--- src/rtl/regfile_sequencer.sv ---
// -----------------------------------------------------------------------------
// regfile_sequencer
//
// Multi-cycle sequencer that acts as the initiator for a 16 x 8-bit signed
// register file. One register-to-register operation is accepted per
// handshake and walks IDLE -> READ -> EXEC -> WRITE -> IDLE:
//   READ  : source operands are addressed on RA1/RA2 and captured into A/B
//   EXEC  : signed 8-bit ALU result and flags are computed and registered
//   WRITE : result is presented on WA/data_in with write_enable (not for NOP)
//
// Optional feature macro: SAT_ARITH_EN
//   defined     -> ADD/SUB saturate to +127 / -128 on overflow
//   not defined -> ADD/SUB wrap modulo 256
//   ovf is produced identically in both builds.
//
// Ports
//   clk           in   system clock, rising edge
//   reset         in   asynchronous active-high reset
//   op_valid      in   operation request
//   op_ready      out  high only in IDLE
//   opcode        in   3-bit op: ADD SUB AND OR XOR LDI MOV NOP
//   rd, rs1, rs2  in   destination / source register addresses
//   imm           in   signed immediate for LDI
//   RA1, RA2      out  register file read addresses
//   data_out1/2   in   register file read data (combinational on RA1/RA2)
//   WA            out  register file write address
//   data_in       out  register file write data
//   write_enable  out  register file write strobe (WRITE state, not NOP)
//   done          out  one-cycle pulse in the WRITE state
//   result        out  last computed result, held until the next EXEC
//   ovf, zero     out  flags of the last result, held with result
// -----------------------------------------------------------------------------
module regfile_sequencer #(
    parameter int NREGS = 16
) (
    input  logic                        clk,
    input  logic                        reset,
    input  logic                        op_valid,
    output logic                        op_ready,
    input  logic [2:0]                  opcode,
    input  logic [$clog2(NREGS)-1:0]    rd,
    input  logic [$clog2(NREGS)-1:0]    rs1,
    input  logic [$clog2(NREGS)-1:0]    rs2,
    input  logic signed [7:0]           imm,
    output logic [$clog2(NREGS)-1:0]    RA1,
    output logic [$clog2(NREGS)-1:0]    RA2,
    input  logic signed [7:0]           data_out1,
    input  logic signed [7:0]           data_out2,
    output logic [$clog2(NREGS)-1:0]    WA,
    output logic signed [7:0]           data_in,
    output logic                        write_enable,
    output logic                        done,
    output logic signed [7:0]           result,
    output logic                        ovf,
    output logic                        zero
);

    localparam int AW = $clog2(NREGS);

    typedef enum logic [1:0] {
        S_IDLE  = 2'd0,
        S_READ  = 2'd1,
        S_EXEC  = 2'd2,
        S_WRITE = 2'd3
    } state_t;

    typedef enum logic [2:0] {
        OP_ADD = 3'b000,
        OP_SUB = 3'b001,
        OP_AND = 3'b010,
        OP_OR  = 3'b011,
        OP_XOR = 3'b100,
        OP_LDI = 3'b101,
        OP_MOV = 3'b110,
        OP_NOP = 3'b111
    } opcode_t;

    state_t             state, state_nxt;
    opcode_t            opc_q;
    logic [AW-1:0]      rd_q;
    logic signed [7:0]  imm_q;
    logic signed [7:0]  a_q, b_q;

    logic               accept;
    logic signed [7:0]  alu_res;
    logic               alu_ovf;
    logic signed [8:0]  sum9, diff9;

    // -------------------------------------------------------------------------
    // FSM state register
    // -------------------------------------------------------------------------
    // NOTE: sequential state uses non-blocking assignments so every register
    // samples the pre-edge value of every other register.
    always_ff @(posedge clk or posedge reset) begin
        if (reset) state <= S_IDLE;
        else       state <= state_nxt;
    end

    // -------------------------------------------------------------------------
    // Next state and state-decoded outputs. write_enable/done/op_ready are
    // decoded from state so an asynchronous reset drops them immediately.
    // -------------------------------------------------------------------------
    // NOTE: every output of this block gets a default first, so no path can
    // leave a value unassigned and infer a latch.
    always_comb begin
        state_nxt    = state;
        op_ready     = 1'b0;
        write_enable = 1'b0;
        done         = 1'b0;
        unique case (state)
            S_IDLE: begin
                op_ready = 1'b1;
                if (op_valid) state_nxt = S_READ;
            end
            S_READ:  state_nxt = S_EXEC;
            S_EXEC:  state_nxt = S_WRITE;
            S_WRITE: begin
                done         = 1'b1;
                write_enable = (opc_q != OP_NOP);
                state_nxt    = S_IDLE;
            end
            default: state_nxt = S_IDLE;
        endcase
    end

    assign accept = (state == S_IDLE) && op_valid;

    // -------------------------------------------------------------------------
    // ALU: 9-bit sign-extended sums give the true result; overflow is when
    // the 9-bit sign disagrees with bit 7 of the truncated result.
    // -------------------------------------------------------------------------
    assign sum9  = {a_q[7], a_q} + {b_q[7], b_q};
    assign diff9 = {a_q[7], a_q} - {b_q[7], b_q};

    always_comb begin
        alu_res = result;
        alu_ovf = 1'b0;
        unique case (opc_q)
            OP_ADD: begin
                alu_ovf = (sum9[8] != sum9[7]);
`ifdef SAT_ARITH_EN
                alu_res = alu_ovf ? (sum9[8] ? 8'sh80 : 8'sh7f) : sum9[7:0];
`else
                alu_res = sum9[7:0];
`endif
            end
            OP_SUB: begin
                alu_ovf = (diff9[8] != diff9[7]);
`ifdef SAT_ARITH_EN
                alu_res = alu_ovf ? (diff9[8] ? 8'sh80 : 8'sh7f) : diff9[7:0];
`else
                alu_res = diff9[7:0];
`endif
            end
            OP_AND:  alu_res = a_q & b_q;
            OP_OR:   alu_res = a_q | b_q;
            OP_XOR:  alu_res = a_q ^ b_q;
            OP_LDI:  alu_res = imm_q;
            OP_MOV:  alu_res = a_q;
            OP_NOP:  alu_res = result;
            default: alu_res = result;
        endcase
    end

    // -------------------------------------------------------------------------
    // Datapath registers. Read/write addresses and write data hold their
    // values outside the states that update them.
    // -------------------------------------------------------------------------
    always_ff @(posedge clk or posedge reset) begin
        if (reset) begin
            opc_q   <= OP_NOP;
            rd_q    <= '0;
            imm_q   <= '0;
            a_q     <= '0;
            b_q     <= '0;
            RA1     <= '0;
            RA2     <= '0;
            WA      <= '0;
            data_in <= '0;
            result  <= '0;
            ovf     <= 1'b0;
            zero    <= 1'b0;
        end else begin
            if (accept) begin
                opc_q <= opcode_t'(opcode);
                rd_q  <= rd;
                imm_q <= imm;
                // Source addresses are latched straight onto the read ports
                // so they are stable for the whole READ cycle.
                RA1   <= rs1;
                RA2   <= rs2;
            end
            if (state == S_READ) begin
                a_q <= data_out1;
                b_q <= data_out2;
            end
            if (state == S_EXEC) begin
                result  <= alu_res;
                ovf     <= alu_ovf;
                zero    <= (alu_res == 8'sd0);
                WA      <= rd_q;
                data_in <= alu_res;
            end
        end
    end

endmodule

--- config.mk ---
export PLATFORM = sky130hd
export DESIGN_NAME = regfile_sequencer
export DESIGN_NICKNAME = d
export VERILOG_FILES = /design/src/rtl/regfile_sequencer.sv
export SDC_FILE = /design/constraint.sdc
export NUM_CORES = 1
export LEC_CHECK = 0
export CORE_ASPECT_RATIO = 0.8
export CORE_UTILIZATION = 52
export CTS_CLUSTER_SIZE = 14
export DETAILED_ROUTE_END_ITERATION = 10
export GPL_TIMING_DRIVEN = 0
export PLACE_DENSITY = 0.84
export SYNTH_ARGS = -nofsm -noshare
export SYNTH_HDL_FRONTEND = slang
export SYNTH_SLANG_ARGS = --single-unit
--- constraint.sdc ---
create_clock -name clk -period 2.5 [get_ports clk]
set_input_delay 0.375 -clock clk [delete_from_list [all_inputs] [get_ports clk]]
set_output_delay 0.375 -clock clk [all_outputs]
set_load 0.03 [all_outputs]
==> results.py, run 1 <==
metrics = {
    "outcome": {
        "outcome": "finished, violations left",
        "violations": "negative setup slack",
    },
    "synth": {
        "synth-async-reset-ratio_pct": 100,
        "syn_nets": 450,
        "synth.area.mux_share_pct": 13.3,
        "syn-instance-count": 377,
        "ys.flop_type": "dfrtp_1",
        "synth_area_um2": 3650,
        "synth_cell_types": 56,
        "synth_edf_count": 0,
        "yosys.area.top_type": "dfrtp_1",
        "synthTopCellsByArea": "dfrtp_1 36%, ha_1 10%, mux2_2 9.9%",
        "synth-compound-area-share_pct": 16.0,
        "ys_ff_latch": 55,
        "synth_area_per_cell_um2": 9.67,
        "seq_area_frac_synth_pct": 37.9,
        "synthAdderAreaFrac_pct": 11.1,
        "synth_xor_xnor_area_share_pct": 1.20,
        "yosys_warnings": 0,
        "synth_common_cells": "52 x dfrtp_1, 33 x inv_1, 32 x mux2_2, 31 x nand2_1, 29 x ha_1",
        "synth-simple-area-share_pct": 12.7,
        "yosysMostFrequentCell": "dfrtp_1",
        "synth_top_cell_area_share_pct": 35.7,
        "synth_top_family_by_area": "compound AO/OA/AOI/OAI gates",
    },
    "sta": {
        "clock.fmax_mhz": 398,
        "finClkSkew_ps": 8.34,
        "slew_headroom_pct": 57.4,
        "finalCriticalPeriod_ps": 2510,
        "hold_viol": 0,
        "rsz0062_at_grt": "true",
        "finalWorstSetupSlack_ps": -14.4,
        "worst_slew_pin_slew_ps": 640,
        "post-route-period-util_pct": 101,
        "drv_slew": 0,
        "setup_violations": 1,
    },
    "setup_path": {
        "ff2ff_path_depth": 10,
        "rr_startpoint": "a_q[0]",
        "regToRegSetupSlack_ps": -10,
        "cp.required_ps": 2730,
        "cpMaxStageDelayCell": "mux4_2",
        "start_kind": "flop",
        "endpoint_kind": "flop",
        "crit_path_max_incr_delay_ps": 460,
        "critPathArrivalTime_ps": 2750,
        "path_class": "reg -> reg",
        "cp_common_cell": "inv_2",
        "cp_cell_sequence": "inv_2 -> ha_4 -> inv_2 -> fa_1 -> mux4_2 -> nand2_1 -> o211ai_1 -> nor3_2 -> nand3_2 -> o32ai_2",
        "cp_max_fo": 3,
        "r2r_end": "zero",
    },
    "global_routing": {
        "antenna_found_initial": 0,
        "grt_pass1_vias": 3017,
        "track_usage_pct": 26.9,
        "globalRoute.totalOverflow": 0,
        "grt_max_degree": 29,
        "grt_pass1_wl_um": 15100,
    },
    "drt": {
        "drtIter0Drc": 219,
        "routedWlPerCell_um": 17.5,
        "first_pass_iters": 4,
        "route.detailed.drc": 0,
        "wl_um": 9670,
        "dr_total_vias": 3218,
        "via_per_inst": 5.82,
        "antenna_left": 0,
    },
    "placement": {
        "dp_hpwl_um": 7210,
        "io_buffers": 74,
        "gp_congestion": 0.878,
    },
    "floorplan": {
        "die_h_um": 76.9,
        "die_x_um": 95.6,
        "rows": 26,
        "die_area_um2": 7350,
        "core_um2": 6570,
        "ios": 75,
        "start_util_pct": 55.5,
    },
    "clocking": {
        "cts_inserted_buffers": 5,
        "cts_sinks": 55,
        "cts.path.max_buffers": 2,
        "cts_tree": "built",
        "cts_hold_buf": 0,
        "clock_latency_ps": 320,
        "htree_num_levels": 2,
        "cts-root-buf": "clkbuf_8",
        "path_clk_slew_ps": 110,
    },
    "final_layout": {
        "num-nets-final": 541,
        "area_delta_synth_final_pct": 31.9,
        "diodes": 0,
        "final_core_util_pct": 73.2,
        "drive_above_1_share_pct": 21.5,
    },
    "worst_hold_path": {
        "holdCritPathClass": "in -> async",
    },
    "job": {
        "cap_viol_max_count": 0,
    },
}
## cells by family after synthesis
kind of cell             count (synthesis)
AO/OA/AOI/OAI                           89
XOR/XNOR                                 5
adder cells (fa/ha/maj)                 31
buffers and inverters                   62
flip-flops                              55
multiplexers                            43
AND/OR/NAND/NOR                         92
## flip-flops by register name, indices dropped and copies added, names as in the netlist
signal  flops
a_q         8
b_q         8
imm_q       8
result      8
RA1         4
RA2         4
WA          4
rd_q        4
opc_q       3
state       2
ovf         1
zero        1
## per-stage QoR
stage	instance area (um2)	setup WS, ps	TNS [ps]	std cells	hold WS (ps)
CTS	4640	0.513	0	545	477
floorplan	3650	208	0	377	461
finish	4810	-14.4	-14.4	553	464
global route	4810	-91.7	-134	553	503
detailed placement	4510	-148	-148	536	492
global placement	4490	-197	-10210	535	479
## metal layers
layer  GRT usage [%]  share of wire [%]  vias to the layer above
met1            38.6                 44                     1566
met5               0                  0                        -
met3            3.67                6.9                       17
met4            7.16                1.8                        0
met2            42.4                 48                      140
li1                -                  -                     1495
## how the worst max path moves through the flow
stage | start | end | slack [ps] | cells past startpoint
2_1_floorplan | a_q[0] | zero | 210 | 10
3_5_place_dp | a_q[0] | zero | -150 | 10
4_1_cts | opc_q[2] | write_enable | 0.5 | 4
3_3_place_gp | reset | b_q[6] | -200 | 2
6_report | a_q[0] | zero | -10 | 10
5_1_grt | a_q[0] | zero | -90 | 10
## cell type report
cell class / instances / area (um2)
Multi-Input combinational cell: 260 / 2090
Clock inverter: 2 / 16.3
Timing Repair Buffer: 85 / 842
Inverter: 33 / 124
Tap cell: 84 / 105
Fill cell: 486 / 1760
Sequential cell: 55 / 1380
Clock buffer: 6 / 82.6
Buffer: 28 / 165
## placed cells by master (no fill, tap or decap), drive strengths merged, types with 4 or more instances in the layout
master and count:
nor2 16, a21oi 15, nor3 11, a31oi 5, o31ai 4, nand2 31
mux2i 9, clkbuf 11, nand3 9, o21ai 27, ha 29, mux2 33
o21a 5, o211ai 4, inv 33, nor2b 7, a211oi 5, nor3b 4
buf 34, clkdlybuf4s50 73, dfrtp 52
## critical path: cells and delay by family, from the launching register on
| kind | cells | cell delay (ps) |
|---|---|---|
| AOI/OAI and AO/OA | 2 | 380 |
| adders and majority gates | 2 | 590 |
| buffers and inverters | 2 | 130 |
| DFF | 1 | 400 |
| muxes | 1 | 460 |
| and+or+nand+nor | 3 | 480 |
## repair_timing
action	in CTS	in global routing
pin swaps	2	12
resized for setup	5	21
endpoints found under the setup margin	1	5
setup buffers	2	8
Power of run 1 is not shown: default switching activity piles up to over one toggle a cycle in this logic, so the estimate is an artifact.
==> inputs of run 2 (changes only) <==
--- a/config.mk
+++ b/config.mk
@@ -6,11 +6,12 @@
 export NUM_CORES = 1
 export LEC_CHECK = 0
 export CORE_ASPECT_RATIO = 0.8
-export CORE_UTILIZATION = 52
+export CORE_UTILIZATION = 56
 export CTS_CLUSTER_SIZE = 14
 export DETAILED_ROUTE_END_ITERATION = 10
+export GPL_ROUTABILITY_DRIVEN = 0
 export GPL_TIMING_DRIVEN = 0
-export PLACE_DENSITY = 0.84
+export PLACE_DENSITY = 0.89
 export SYNTH_ARGS = -nofsm -noshare
 export SYNTH_HDL_FRONTEND = slang
 export SYNTH_SLANG_ARGS = --single-unit
==> constraint.sdc (replaced) <==
create_clock -name clk -period 3.09 [get_ports clk]
set_input_delay 0.4635 -clock clk [delete_from_list [all_inputs] [get_ports clk]]
set_output_delay 0.4635 -clock clk [all_outputs]
set_load 0.03 [all_outputs]
==> run 2 against run 1 <==
Effect of this change:
- the flow now finishes without violations
- register-to-register slack better by 340 ps
- design area fell by 4.2%
- clock skew up 4.8 ps
- worst setup slack better by 340 ps
- sequential cell count stayed put
- via count down 0.12%
- global-route usage rose by 1.6 points
- utilization is 2.3 points higher
- first-iteration DRC count is 54% higher
- count of clock-buffer cells in the layout unchanged
- final cell count decreased by 2.2%
- non-clock buffer count fell by 9
- largest cell class unchanged
==> results.py, run 2 (same netlist as run 1, synthesis figures left out) <==
metrics = {
    "outcome": {
        "outcome": "completed",
    },
    "setup_path": {
        "path_class": "reg -> reg",
        "ff2ff_path_depth": 10,
        "cp_max_fo": 3,
        "endpoint_kind": "flop",
        "regToRegSetupSlack_ps": 330,
        "crit_end": "zero",
        "rr_startpoint": "a_q[0]",
        "cpMaxStageDelayCell": "mux4_2",
        "cp_common_cell": "inv_1",
        "crit_path_max_incr_delay_ps": 460,
        "r2r_end": "zero",
        "critPathLaunch": "a_q[0]",
        "cp_cell_sequence": "inv_1 -> ha_1 -> inv_1 -> fa_1 -> mux4_2 -> nand2_1 -> o211ai_1 -> nor3_1 -> nand3_1 -> o32ai_1",
        "start_kind": "flop",
        "critPathArrivalTime_ps": 2990,
        "cp.required_ps": 3320,
    },
    "job": {
        "cap_viol_max_count": 0,
    },
    "clocking": {
        "clock_latency_ps": 320,
        "htree_num_levels": 2,
        "cts-root-buf": "clkbuf_8",
        "cts_hold_buf": 0,
        "cts_inserted_buffers": 5,
        "post-cts-setup-buffer-count": 0,
        "cts_tree": "built",
        "path_clk_slew_ps": 110,
        "cts.path.max_buffers": 2,
        "cts_sinks": 55,
        "post_cts_resized": 0,
    },
    "placement": {
        "io_buffers": 74,
        "dp_hpwl_um": 7280,
    },
    "drt": {
        "antenna_left": 0,
        "drtIter0Drc": 338,
        "first_pass_iters": 5,
        "via_per_inst": 5.94,
        "dr_total_vias": 3214,
        "routedWlPerCell_um": 17.3,
        "wl_um": 9380,
        "route.detailed.drc": 0,
    },
    "sta": {
        "slew_headroom_pct": 52.3,
        "drv_slew": 0,
        "tns_ps": 0,
        "setup_violations": 0,
        "whs_ps": 496,
        "hold_viol": 0,
        "clock.fmax_mhz": 362,
        "worst_slew_pin_slew_ps": 716,
        "finClkSkew_ps": 13.1,
        "finalCriticalPeriod_ps": 2760,
        "post-route-period-util_pct": 89.4,
        "rsz0062_at_grt": "false",
    },
    "floorplan": {
        "core_um2": 6100,
        "die_area_um2": 6840,
        "ios": 75,
        "die_x_um": 92.2,
        "die_h_um": 74.2,
        "rows": 25,
        "start_util_pct": 59.8,
    },
    "power": {
        "power_density_nw_per_um2": 1300,
        "p_leak_nw": 2.01,
        "irDropWorstVdd_v": 0.000814,
        "clkPwrFrac_pct": 7.2,
        "p_total_mw": 6.00,
        "comb_power_share_pct": 69.4,
        "seqPwrFrac_pct": 23.4,
        "p_switching_mw": 2.93,
        "switching_share_pct": 48.9,
        "p_int_mw": 3.07,
    },
    "final_layout": {
        "num-nets-final": 532,
        "drive_above_1_share_pct": 15.2,
        "layout.cells.most_common_list": "74 x clkdlybuf4s50_1, 52 x dfrtp_1, 32 x inv_1, 32 x mux2_2, 31 x nand2_1",
        "n_fill_cell": 448,
        "area_delta_synth_final_pct": 26.4,
        "diodes": 0,
        "final_common_cell": "clkdlybuf4s50_1",
    },
    "global_routing": {
        "grt_max_degree": 33,
        "globalRoute.totalOverflow": 0,
        "track_usage_pct": 28.5,
        "antenna_found_initial": 0,
        "grt_pass1_vias": 3083,
        "grt_pass1_wl_um": 14900,
    },
    "worst_hold_path": {
        "holdCritPathClass": "in -> async",
    },
}
run 2: cell count changes in the layout (fill, tap and decap cells not counted), moves of 2 or more:
cell | previous run | this run
a211oi_2 | 2 | 0
ha_4 | 4 | 0
inv_2 | 7 | 1
buf_6 | 3 | 1
a211oi_1 | 3 | 5
buf_4 | 18 | 10
inv_1 | 26 | 32
ha_1 | 25 | 29
run 2: how the worst min path moves through the flow:
stage | startpoint | cells past startpoint | end
floorplan | imm_q[3] | 1 | imm_q[3]
global placement | rd_q[1] | 1 | WA[1]
detailed placement | RA2[3] | 1 | RA2[3]
CTS | reset | 2 | a_q[4]
global route | rd_q[2] | 1 | rd_q[2]
finish | reset | 2 | a_q[4]
run 2: power by group through the flow:
stage | registers [mW] | logic [mW] | clock network, mW
floorplan | 1.62 | 2.63 | 0
global placement | 1.38 | 3.90 | 0
detailed placement | 1.41 | 4.05 | 0
CTS | 1.40 | 4.10 | 0.434
global route | 1.44 | 4.47 | 0.466
finish | 1.41 | 4.16 | 0.435
run 2: through the flow:
step	instance area (um2)	util (%)	instances	setup slack (ps)
after CTS	4610	75.5	541	393
after global routing	4610	75.5	541	168
final	4610	75.5	541	329
after detailed placement	4510	73.9	533	404
after global placement	4490	73.6	532	360
after floorplan	3650	-	377	798
run 2: metal layers:
metal | vias up | global-route usage (%) | wire, um
met2 | 166 | 49.3 | 4580
met5 | - | 0 | 0
met4 | 0 | 9.03 | 194
li1 | 1479 | - | -
met3 | 28 | 5.11 | 717
met1 | 1541 | 37.0 | 3890
run 2: final cells by class:
class	count	area, um2	share of cell area (%)
Inverter	33	124	2.69
Clock buffer	6	82.6	1.79
Timing Repair Buffer	75	761	16.5
Multi-Input combinational cell	260	1980	42.9
Buffer	29	165	3.58
Clock inverter	2	16.3	0.353
Sequential cell	55	1380	30.0
Tap cell	81	101	2.20
run 2: worst max-delay path: cells and delay by family (launching register included):
family	cells	cell delay, ps
DFF	1	420
buffers and inverters	2	180
and+or+nand+nor	3	570
adders and majority gates	2	640
AOI/OAI and AO/OA	2	410
muxes	1	460
(Power assumes the default switching activity.)
==> inputs of run 3 (changes only) <==
--- a/config.mk
+++ b/config.mk
@@ -12,6 +12,7 @@
 export GPL_ROUTABILITY_DRIVEN = 0
 export GPL_TIMING_DRIVEN = 0
 export PLACE_DENSITY = 0.89
+export SKIP_LAST_GASP = 1
 export SYNTH_ARGS = -nofsm -noshare
 export SYNTH_HDL_FRONTEND = slang
 export SYNTH_SLANG_ARGS = --single-unit
==> results of run 3 <==
Same layout as run 2: the final DEF is identical, and so are final timing and power.
